File: src/rtl/water_sensor_conditioner_pkg.sv
// Shared definitions for the water-level sensor conditioner.
// Holds the level-vector encodings, the FSM state type and the plausibility rule.
package water_sensor_conditioner_pkg;

  localparam logic [2:0] LVL_EMPTY = 3'b000;
  localparam logic [2:0] LVL_LOW   = 3'b001;
  localparam logic [2:0] LVL_HALF  = 3'b011;
  localparam logic [2:0] LVL_FULL  = 3'b111;

  typedef enum logic [1:0] {
    ST_NORMAL  = 2'd0,
    ST_SUSPECT = 2'd1,
    ST_FAULT   = 2'd2
  } state_t;

  // Float switches stack bottom-up, so a higher switch can only be wet when
  // every switch below it is wet.
  function automatic logic is_plausible(input logic [2:0] lvl);
    return (lvl == LVL_EMPTY) || (lvl == LVL_LOW) ||
           (lvl == LVL_HALF)  || (lvl == LVL_FULL);
  endfunction

endpackage

File: src/rtl/water_sensor_conditioner_debounce.sv
// Two-flop synchroniser followed by a saturating-free debounce counter for
// one float switch; the debounced bit flips after DEBOUNCE_CNT stable samples.
module sensor_debounce #(
  parameter int DEBOUNCE_CNT = 16
) (
  input  logic clk,
  input  logic rst_n,
  input  logic raw,
  output logic deb
);

  localparam int CW = $clog2(DEBOUNCE_CNT + 1);

  logic          sync1_q;
  logic          sync2_q;
  logic          deb_q;
  logic          deb_d;
  logic [CW-1:0] cnt_q;
  logic [CW-1:0] cnt_d;

  always_comb begin
    deb_d = deb_q;
    cnt_d = '0;
    if (sync2_q != deb_q) begin
      // The edge that would bring the count to DEBOUNCE_CNT accepts the change
      // and clears the counter, so it never holds DEBOUNCE_CNT or wraps.
      if (cnt_q == CW'(DEBOUNCE_CNT - 1)) begin
        deb_d = sync2_q;
      end else begin
        cnt_d = cnt_q + 1'b1;
      end
    end
  end

  always_ff @(posedge clk or negedge rst_n) begin
    if (!rst_n) begin
      sync1_q <= 1'b0;
      sync2_q <= 1'b0;
      deb_q   <= 1'b0;
      cnt_q   <= '0;
    end else begin
      sync1_q <= raw;
      sync2_q <= sync1_q;
      deb_q   <= deb_d;
      cnt_q   <= cnt_d;
    end
  end

  assign deb = deb_q;

endmodule

File: src/rtl/water_sensor_conditioner.sv
// Conditions three float switches into a plausible level vector for the pump
// controller, forcing "full" (motor off) when the sensors stay inconsistent.
module water_sensor_conditioner
  import water_sensor_conditioner_pkg::*;
#(
  parameter int DEBOUNCE_CNT = 16,
  parameter int FAULT_CNT    = 64
) (
  input  logic clk,
  input  logic rst_n,
  input  logic raw_s1,
  input  logic raw_s2,
  input  logic raw_s3,
  input  logic fault_clr,
  output logic S1,
  output logic S2,
  output logic S3,
  output logic fault
);

  localparam int FW = $clog2(FAULT_CNT + 1);

  logic [2:0]    raw_vec;
  logic [2:0]    deb_vec;
  logic          plaus;
  state_t        state_q;
  state_t        state_d;
  logic [FW-1:0] fcnt_q;
  logic [FW-1:0] fcnt_d;
  logic [2:0]    lvl_q;
  logic [2:0]    lvl_d;
  logic          fault_q;
  logic          fault_d;

  assign raw_vec = {raw_s3, raw_s2, raw_s1};

  generate
    for (genvar gi = 0; gi < 3; gi++) begin : g_deb
      sensor_debounce #(
        .DEBOUNCE_CNT(DEBOUNCE_CNT)
      ) u_deb (
        .clk  (clk),
        .rst_n(rst_n),
        .raw  (raw_vec[gi]),
        .deb  (deb_vec[gi])
      );
    end
  endgenerate

  assign plaus = is_plausible(deb_vec);

  always_comb begin
    state_d = state_q;
    fcnt_d  = fcnt_q;
    lvl_d   = lvl_q;
    fault_d = fault_q;
    unique case (state_q)
      ST_NORMAL: begin
        fcnt_d = '0;
        if (plaus) begin
          lvl_d = deb_vec;
        end else if (FAULT_CNT <= 1) begin
          state_d = ST_FAULT;
          fault_d = 1'b1;
          lvl_d   = LVL_FULL;
        end else begin
          // The first implausible cycle already counts toward the fault.
          state_d = ST_SUSPECT;
          fcnt_d  = FW'(1);
        end
      end
      ST_SUSPECT: begin
        if (plaus) begin
          state_d = ST_NORMAL;
          fcnt_d  = '0;
          lvl_d   = deb_vec;
        end else if (fcnt_q >= FW'(FAULT_CNT - 1)) begin
          state_d = ST_FAULT;
          fcnt_d  = '0;
          fault_d = 1'b1;
          lvl_d   = LVL_FULL;
        end else begin
          fcnt_d = fcnt_q + 1'b1;
        end
      end
      ST_FAULT: begin
        lvl_d   = LVL_FULL;
        fault_d = 1'b1;
        fcnt_d  = '0;
        if (fault_clr) begin
          fault_d = 1'b0;
          if (plaus) begin
            state_d = ST_NORMAL;
            lvl_d   = deb_vec;
          end else begin
            state_d = ST_SUSPECT;
            fcnt_d  = FW'(1);
          end
        end
      end
      default: begin
        state_d = ST_NORMAL;
        fcnt_d  = '0;
      end
    endcase
  end

  always_ff @(posedge clk or negedge rst_n) begin
    if (!rst_n) begin
      state_q <= ST_NORMAL;
      fcnt_q  <= '0;
      lvl_q   <= LVL_EMPTY;
      fault_q <= 1'b0;
    end else begin
      state_q <= state_d;
      fcnt_q  <= fcnt_d;
      lvl_q   <= lvl_d;
      fault_q <= fault_d;
    end
  end

  assign S1    = lvl_q[0];
  assign S2    = lvl_q[1];
  assign S3    = lvl_q[2];
  assign fault = fault_q;

endmodule

File: config.mk
export PLATFORM = sky130hd
export DESIGN_NAME = water_sensor_conditioner
export DESIGN_NICKNAME = d
export VERILOG_FILES = /design/src/rtl/water_sensor_conditioner_pkg.sv /design/src/rtl/water_sensor_conditioner_debounce.sv /design/src/rtl/water_sensor_conditioner.sv
export SDC_FILE = /design/constraint.sdc
export NUM_CORES = 1
export LEC_CHECK = 0
export ABC_AREA = 1
export BUFFER_PORTS_ARGS = -buffer_cell sky130_fd_sc_hd__buf_2
export CORE_MARGIN = 2
export CORE_UTILIZATION = 45
export CTS_BUF_LIST = sky130_fd_sc_hd__clkbuf_4 sky130_fd_sc_hd__clkbuf_8
export CTS_CLUSTER_DIAMETER = 50
export DETAILED_ROUTE_END_ITERATION = 12
export GPL_ROUTABILITY_DRIVEN = 1
export PLACE_DENSITY_LB_ADDON = 0.1
export SLEW_MARGIN = 10
export SYNTH_ARGS = -nofsm -noshare
export SYNTH_HDL_FRONTEND = slang
export SYNTH_HIERARCHICAL = 1
export SYNTH_SLANG_ARGS = --single-unit
File: constraint.sdc
create_clock -name clk -period 3.7 [get_ports clk]
set_input_delay 0.37 -clock clk [delete_from_list [all_inputs] [get_ports clk]]
set_output_delay 0.37 -clock clk [all_outputs]
set_load 0.1 [all_outputs]
; ---- Word level (Yosys, flattened, before mapping)
; Index checks and enable logic that the tools add are counted.
[classes]
add_sub_neg = 4
n_reduce_logical = 13
eq_ne = 17
muxes = 27
magnitude_cmp = 1
[op_table]
columns = operator, n
row1 = 5-bit 2-to-1 mux, 6
row2 = 7-bit 2-to-1 mux, 3
row3 = 7-bit one-hot mux with 3 select lines, 1
row4 = 5-bit by 1-bit adder with 5-bit output (second input constant), 3
row5 = 5-bit by 4-bit equality test with 1-bit output (second input constant), 3
row6 = 3-bit 2-to-1 mux, 5
row7 = 2-bit != test (second input constant), 5
row8 = 3-bit one-hot mux with 3 select lines, 1
row9 = 3-bit AND reduction, 3
row10 = 2-bit 2-to-1 mux, 4
row11 = 7-bit by 1-bit adder with 7-bit output (second input constant), 1
row12 = 7-bit by 6-bit >= comparator with 1-bit output (second input constant), 1
row13 = 2-bit one-hot mux with 3 select lines, 1
row14 = 2-bit AND reduction, 3
row15 = 1-bit 2-to-1 mux, 5
row16 = 3-bit by 1-bit equality test with 1-bit output (second input constant), 1
row17 = 3-bit by 2-bit equality test with 1-bit output (second input constant), 1
row18 = 3-bit equality test (second input constant), 1
row19 = 3-bit zero test, 1
row20 = 1-bit logical OR, 3
row21 = 1-bit != test, 3
row22 = 3-bit != test (second input constant), 1
row23 = 3-bit nonzero test, 1
row24 = 2-bit by 1-bit equality test with 1-bit output (second input constant), 1
row25 = 4 further kinds, 4
[totals]
input_bits = 6
output_inout_bits = 4
reg_bits = 37

; ---- Longest topological paths before layout
; Gate-level depths: netlist of run 1.
[logic_depth]
ltp_word = 7
depth_mapped = 9
depth_no_buf = 9

; ---- By module
; The synthesis of run 1 kept the hierarchy.
[modules_own_cells]
columns = module, seq_area_each_um2, cells_each, area_each_um2, n_inst
row1 = sensor_debounce, 200.2, 35, 322.8, 3
row2 = water_sensor_conditioner, 325.3, 109, 847.1, 1

; ---- Worst setup path before layout of run 1
; No wires, ideal clock.
[synth_path]
path_type = register -> register
start = register state_q[0]
end = register lvl_q[1]
required_time_ns = 3.578
setup_ns = 0.122
path_buffers = 0
stages_incl_launch_ff = 8
arrival_ns = 1.244
setup_slack_ns = 2.334
path_cell_list = dfrtp_1 > inv_1 > ha_1 > or2_2 > nand3_1 > o21ai_0 > nand3_1 > nand2_1
[synth_via]
elab_chain_cells = 3
elab_cells_between_ends = 8
classes_between = eq/ne: 4 / mux: 1 / reduce/logical: 3
[synth_lines]
columns = element, line_no
row1 = "start, declared", water_sensor_conditioner.sv:26  ; state_t state_q;
row2 = "start signal, assigned", water_sensor_conditioner.sv:115  ; state_q <= state_d;
row3 = 2-bit by 1-bit equality test with 1-bit output (tied with other cells), water_sensor_conditioner.sv:57  ; unique case (state_q)
row4 = 3-bit != test (no line) (tied with other cells), --
row5 = 3-bit AND reduction (no line), --
row6 = "end signal, assigned", water_sensor_conditioner.sv:117  ; lvl_q <= lvl_d;
row7 = "end, declared", water_sensor_conditioner.sv:30  ; logic [2:0] lvl_q;
; Parallel ways exist; a longest one is shown, timed or not.
; A chain may end at the register's enable or synchronous reset.

; ---- Worst setup path in the final report of run 1
; Ends and elaborated chain as after synthesis.

==> results of run 1 <==
[sequential cells by signal, summed over array words and instances, names as in the netlist]
register	flops
g_deb.u_deb/sync1_q	3
fault	1
fcnt_q	7
g_deb.u_deb/deb	3
lvl_q	3
state_q	2
g_deb.u_deb/sync2_q	3
g_deb.u_deb/cnt_q	15
[kinds of logic (layout without fill, tap and decap cells)]
logic type	after synthesis	count (layout)	share of synthesized area, %
buffers and inverters	28	45	5.79
xor gates and xnor gates	6	6	2.89
and+or+nand+nor	125	125	31.4
AOI/OAI and AO/OA	8	8	2.55
other	1	1	0.207
DFF	37	37	51.0
adders and majority gates	9	9	6.20
[metrics by stage]
step / setup WS (ns) / total power (W) / hold WS [ns]
finish: 2.25 / 0.000834 / 0.173
CTS: 2.24 / 0.000848 / 0.184
floorplan: 2.33 / 0.000531 / 0.0744
detailed placement: 2.25 / 0.000560 / 0.336
global route: 2.09 / 0.000893 / 0.173
global placement: 2.29 / 0.000559 / 0.333
[cells in the mapped netlist, types with 2 or more instances]
master,n
ha_1,9
dfrtp_1,37
nand3_1,15
nand3_2,2
nand2_1,60
inv_1,27
nand2_2,2
xnor2_1,5
nor2_1,34
nand4_1,7
a21oi_1,4
[power breakdown]
part,internal [W],leakage (nW),switching [W]
sequential,0.000422,0.486,0.0000177
clock,0.000156,0.0498,0.000128
combinational,0.0000386,0.504,0.0000721
[per-layer routing]
layer  GRT usage [%]  up-vias  part of all wire, %
met1            18.7      580                   50
met2            24.9       12                   46
met3            5.00        4                  2.9
li1                -      697                    -
met5               0        -                    0
met4            6.89        0                  1.4
[layout by cell type (no fill, tap or decap), types with 4 or more instances in the layout]
master | synthesis | final
a21oi_1 | 4 | 4
nand4_1 | 7 | 7
xnor2_1 | 5 | 5
clkbuf_8 | 0 | 5
ha_1 | 9 | 9
nand3_1 | 15 | 15
nor2_1 | 34 | 34
inv_1 | 27 | 27
buf_2 | 0 | 9
nand2_1 | 60 | 60
dfrtp_1 | 37 | 37
[worst max path at each step]
| stage | to | slack, ns |
|---|---|---|
| floorplan | lvl_q[1] | 2.33 |
| global placement | lvl_q[1] | 2.29 |
| detailed placement | lvl_q[1] | 2.25 |
| CTS | S2 | 2.24 |
| global route | lvl_q[1] | 2.09 |
| finish | lvl_q[1] | 2.25 |
[final cells by class]
class / count / area, um^2 / area share, %
well taps: 50 / 62.6 / 3.11
clock buffers: 8 / 91.3 / 4.53
multi-input cells: 149 / 785 / 38.9
inverters: 28 / 105 / 5.22
flip-flops and latches: 37 / 926 / 46.0
repair buffers: 9 / 45.0 / 2.24
==> results.py, run 1 <==
metrics = {
    "global_route": {
        "grt_pass1_vias": 1242,
        "grt_pass1_wl_mm": 5.17,
        "grt.overflow.total": 0,
        "antenna_found_initial": 0,
        "grt_max_degree": 38,
        "grt_use_total_pct": 15.4,
    },
    "power_and_ir_drop": {
        "p_leak_nw": 1.04,
        "vdd.ir_drop.worst_uv": 242,
        "pwr_density_cell_nw_per_um2": 414,
    },
    "final_layout": {
        "drive_gt1_share_pct": 11.7,
        "diodes": 0,
        "nFillCells": 377,
        "stdcell_count": 281,
        "areaGrowthSynthToFinish_pct": 11.0,
        "final_cell_area_um2": 2010,
        "num-nets-final": 245,
        "fin_util_pct": 51.1,
    },
    "logic_synthesis": {
        "syn_avg_cell_area_um2": 8.48,
        "synth_area_leaders": "dfrtp_1 (51%), nand2_1 (12%), nor2_1 (7.0%)",
        "synth-edff-count": 0,
        "ys.flop_type": "dfrtp_1",
        "netlist_area_um2": 1820,
        "synth_top_area_share_pct": 51.0,
        "synth_async_sr_flop_share_pct": 100,
        "synth_seq_cells": 37,
        "ys_types": 23,
        "yosysWarnings": 6,
        "yosys.area.top_type": "dfrtp_1",
        "syn_nets": 229,
        "syn_inst": 214,
        "seq_area_frac_synth_pct": 51.0,
    },
    "drt": {
        "viasPerCell": 4.60,
        "wl_mm": 2.79,
        "drt-pass1-iter-count": 4,
        "vias": 1293,
        "ant_nets": 0,
        "wire_per_inst_um": 9.92,
        "drc": 0,
        "drtIter0Drc": 89,
    },
    "setup_path": {
        "crit_cells": 7,
        "rr_endpoint": "lvl_q[1]",
        "worstPathArrival_ns": 1.63,
        "crit_required_ns": 3.88,
        "cp-startpoint": "state_q[0]",
        "reg2reg_slack_ns": 2.25,
        "path_buf_inv": 1,
        "worstSetupPathType": "reg -> reg",
        "worstReg2RegStart": "state_q[0]",
        "r2r_cells": 7,
        "endpoint_kind": "flop",
        "max_stage_delay_ns": 0.42,
        "cp_top_family": "simple AND/OR/NAND/NOR gates",
        "cpMostUsedCell": "nand3_1",
        "worstPathMaxFanout": 5,
        "startpoint_type": "flop",
        "worstPathCellList": "inv_1 > ha_1 > or2_2 > nand3_1 > o21ai_0 > nand3_1 > nand2_1",
        "cp_slowest_cell": "dfrtp_1",
    },
    "floorplan": {
        "die-area_um2": 4560,
        "core_area_um2": 3940,
        "initial_core_util_pct": 46.0,
        "die_h_um": 67.5,
        "std_cell_rows": 23,
        "fp.dieW_um": 67.5,
        "num_io_pins": 10,
    },
    "status": {
        "status": "finished, final reports clean",
    },
    "placed_design": {
        "portBuffers": 9,
        "dp_hpwl_mm": 2.08,
        "dp_cells": 273,
        "placed_area_um2": 1920,
        "globalplace.congestion": 0.784,
    },
    "clocking": {
        "cts-root-buf": "clkbuf_8",
        "cts_setup_buffers": 0,
        "cts_buffers": 5,
        "cts_sinks": 37,
        "clk_pin_slew_ns": 0.07,
        "ctsHoldBuffers": 0,
        "cts_tree": "yes",
        "cts_buffer_depth": 2,
        "clock_latency_ns": 0.28,
        "h-tree-depth": 2,
        "ctsResizeCount": 0,
    },
    "sta": {
        "fin_skew_ns": 0.00996,
        "period_share_pct": 39.2,
        "slew_viol_final": 0,
        "relSlewSlack_pct": 46.4,
        "rsz0062_at_grt": "no",
        "worst_slew_pin_slew_ns": 0.804,
        "fmax_mhz": 690,
        "finalSetupViolCount": 0,
        "period_minus_slack_ns": 1.45,
        "final_hold_viol_count": 0,
        "finalSetupTns_ns": 0,
    },
    "flow_run": {
        "maxCapViolCount": 0,
    },
    "hold_path": {
        "min_path_type": "in -> async",
    },
}
Power figures use the tool's default switching activity.
==> inputs of run 2 (changes only) <==
Clock period 3.7 ns to 1.2 ns, I/O delays scaled along.
==> run 2 against run 1 <==
  * Register-to-register slack lost 2.3 ns
  * First-iteration DRC count down 37%
  * Global-route usage rose by 0.91 points
  * Setup slack worse by 2.3 ns
  * Routed wire length up 17%
  * Combinational power rose to 5.3 times the previous value
  * Sequential share of layout area down 6.6 points
  * Via count rose by 10%
  * The flow now finishes with violations (negative setup slack)
  * Flip-flop and latch count stayed put
  * Non-clock buffer count is 20 higher
  * Final cell count increased by 7.1%
  * Critical path type unchanged
==> results.py, run 2 (synthesized netlist as in run 1, its figures left out) <==
metrics = {
    "clocking": {
        "cts-root-buf": "clkbuf_8",
        "cts_sinks": 37,
        "cts_tree": "yes",
        "cts_buffer_depth": 2,
        "h-tree-depth": 2,
        "cts_buffers": 5,
        "clock_latency_ns": 0.28,
        "clk_pin_slew_ns": 0.07,
    },
    "global_route": {
        "grt_pass1_vias": 1325,
        "grt.overflow.total": 0,
        "grt_pass1_wl_mm": 5.53,
        "antenna_found_initial": 0,
        "grt_max_degree": 23,
        "grt_use_total_pct": 16.3,
    },
    "power_and_ir_drop": {
        "p_leak_nw": 1.19,
        "vdd.ir_drop.worst_uv": 927,
        "finalPower_w": 0.00285,
        "pwr_density_cell_nw_per_um2": 1210,
    },
    "floorplan": {
        "std_cell_rows": 23,
        "num_io_pins": 10,
        "die_h_um": 67.5,
        "initial_core_util_pct": 46.0,
        "core_area_um2": 3940,
        "die-area_um2": 4560,
        "fp.dieW_um": 67.5,
    },
    "drt": {
        "viasPerCell": 4.74,
        "drc": 0,
        "ant_nets": 0,
        "wl_mm": 3.27,
        "wire_per_inst_um": 10.9,
        "vias": 1426,
        "drtIter0Drc": 56,
        "drt-pass1-iter-count": 4,
    },
    "setup_path": {
        "max_stage_delay_ns": 0.41,
        "worstReg2RegStart": "state_q[1]",
        "worstPathCellList": "inv_2 > ha_4 > or2_4 > nor2_1 > a21oi_1 > nand3_1 > nand2_1",
        "startpoint_type": "flop",
        "cp_slowest_cell": "dfrtp_2",
        "r2r_cells": 7,
        "path_buf_inv": 1,
        "worstPathMaxFanout": 4,
        "endpoint_kind": "flop",
        "rr_endpoint": "lvl_q[0]",
        "crit_required_ns": 1.38,
        "worstPathArrival_ns": 1.47,
        "reg2reg_slack_ns": -0.09,
        "cp_top_family": "simple AND/OR/NAND/NOR gates",
        "worstSetupPathType": "reg -> reg",
        "cp-startpoint": "state_q[1]",
    },
    "sta": {
        "period_share_pct": 108,
        "rsz0062_at_grt": "yes",
        "period_minus_slack_ns": 1.29,
        "whs_ns": 0.126,
        "final_hold_viol_count": 0,
        "finalSetupViolCount": 10,
        "fin_skew_ns": 0.00122,
        "slew_viol_final": 0,
        "fmax_mhz": 775,
        "finalSetupTns_ns": -0.705,
        "finalWorstSetupSlack_ns": -0.0910,
    },
    "final_layout": {
        "num-nets-final": 265,
        "drive_gt1_share_pct": 26.7,
        "nFillCells": 313,
        "final_cell_mix": "nand2_1 (53), dfrtp_1 (34), nor2_1 (31), inv_1 (22)",
        "top_register": "g_deb.u_deb/cnt_q",
        "diodes": 0,
        "regArea_um2": 930,
        "stdcell_count": 301,
        "multi_input_area_um2": 892,
        "final_common_cell": "nand2_1",
        "top_regs": "g_deb.u_deb/cnt_q (15), fcnt_q (7)",
        "areaGrowthSynthToFinish_pct": 30.2,
        "largest_reg_flops": 15,
    },
    "flow_run": {
        "maxCapViolCount": 0,
    },
    "hold_path": {
        "min_path_type": "in -> reg",
        "whs_path_depth": 4,
        "whs_endpoint": "fault",
        "worstHoldStart": "fault_clr",
    },
    "status": {
        "status": "finished, violations left",
        "violations": "negative setup slack",
    },
    "placed_design": {
        "preCtsSetupSlack_ns": -0.137,
        "dp_hpwl_mm": 2.38,
        "dp_cells": 286,
        "portBuffers": 9,
        "globalplace.congestion": 0.818,
    },
}
[run 2: per-layer routing]
layer | vias up | routed length [um] | track usage (%)
met1 | 648 | 1530 | 20.5
met3 | 5 | 154 | 5.17
met2 | 37 | 1550 | 26.6
li1 | 736 | - | -
met4 | 0 | 35 | 5.36
met5 | - | 0 | 0
[run 2: cell type report]
type	count	share of cell area, %
Timing Repair Buffer	29	11.8
Inverter	28	4.66
Clock buffer	8	3.86
Multi-Input combinational cell	149	37.7
Tap cell	50	2.65
Sequential cell	37	39.3
[run 2: how the worst max path moves through the flow]
stage	cells after the start	slack, ns	to
final	7	-0.09	lvl_q[0]
after global routing	7	-0.18	lvl_q[1]
after CTS	7	-0.10	lvl_q[0]
after detailed placement	8	-0.14	fcnt_q[5]
after global placement	7	-0.1	state_q[0]
after floorplan	7	-0.04	lvl_q[0]
[run 2: timing repair]
action                                  CTS  global route
buffers inserted                          3             0
hold buffers                              4             0
gates resized for setup                  11            17
endpoints found under the setup margin   12            12
pin swaps                                 5             3
hold endpoints to repair                 18             0
[run 2: through the flow]
step	instance area, um^2	util (%)
final	2360	59.9
after global routing	2360	59.9
after CTS	2290	58.2
after detailed placement	2110	53.5
after global placement	2110	53.5
after floorplan	1830	-
[run 2: where the power goes]
| group | total, W | leakage [nW] | switching [W] | internal [W] |
|---|---|---|---|---|
| logic | 0.000585 | 0.656 | 0.000308 | 0.000277 |
| registers | 0.00138 | 0.482 | 0.0000699 | 0.00131 |
| clock network | 0.000887 | 0.0498 | 0.000407 | 0.000480 |
| total | 0.00285 | 1.19 | 0.000785 | 0.00206 |
[run 2: worst register-to-register path, cell delays in order, from the launching register on]
cell	delay, ns
dfrtp_2	0.41
inv_2	0.08
ha_4	0.17
or2_4	0.26
nor2_1	0.10
a21oi_1	0.05
nand3_1	0.08
nand2_1	0.05
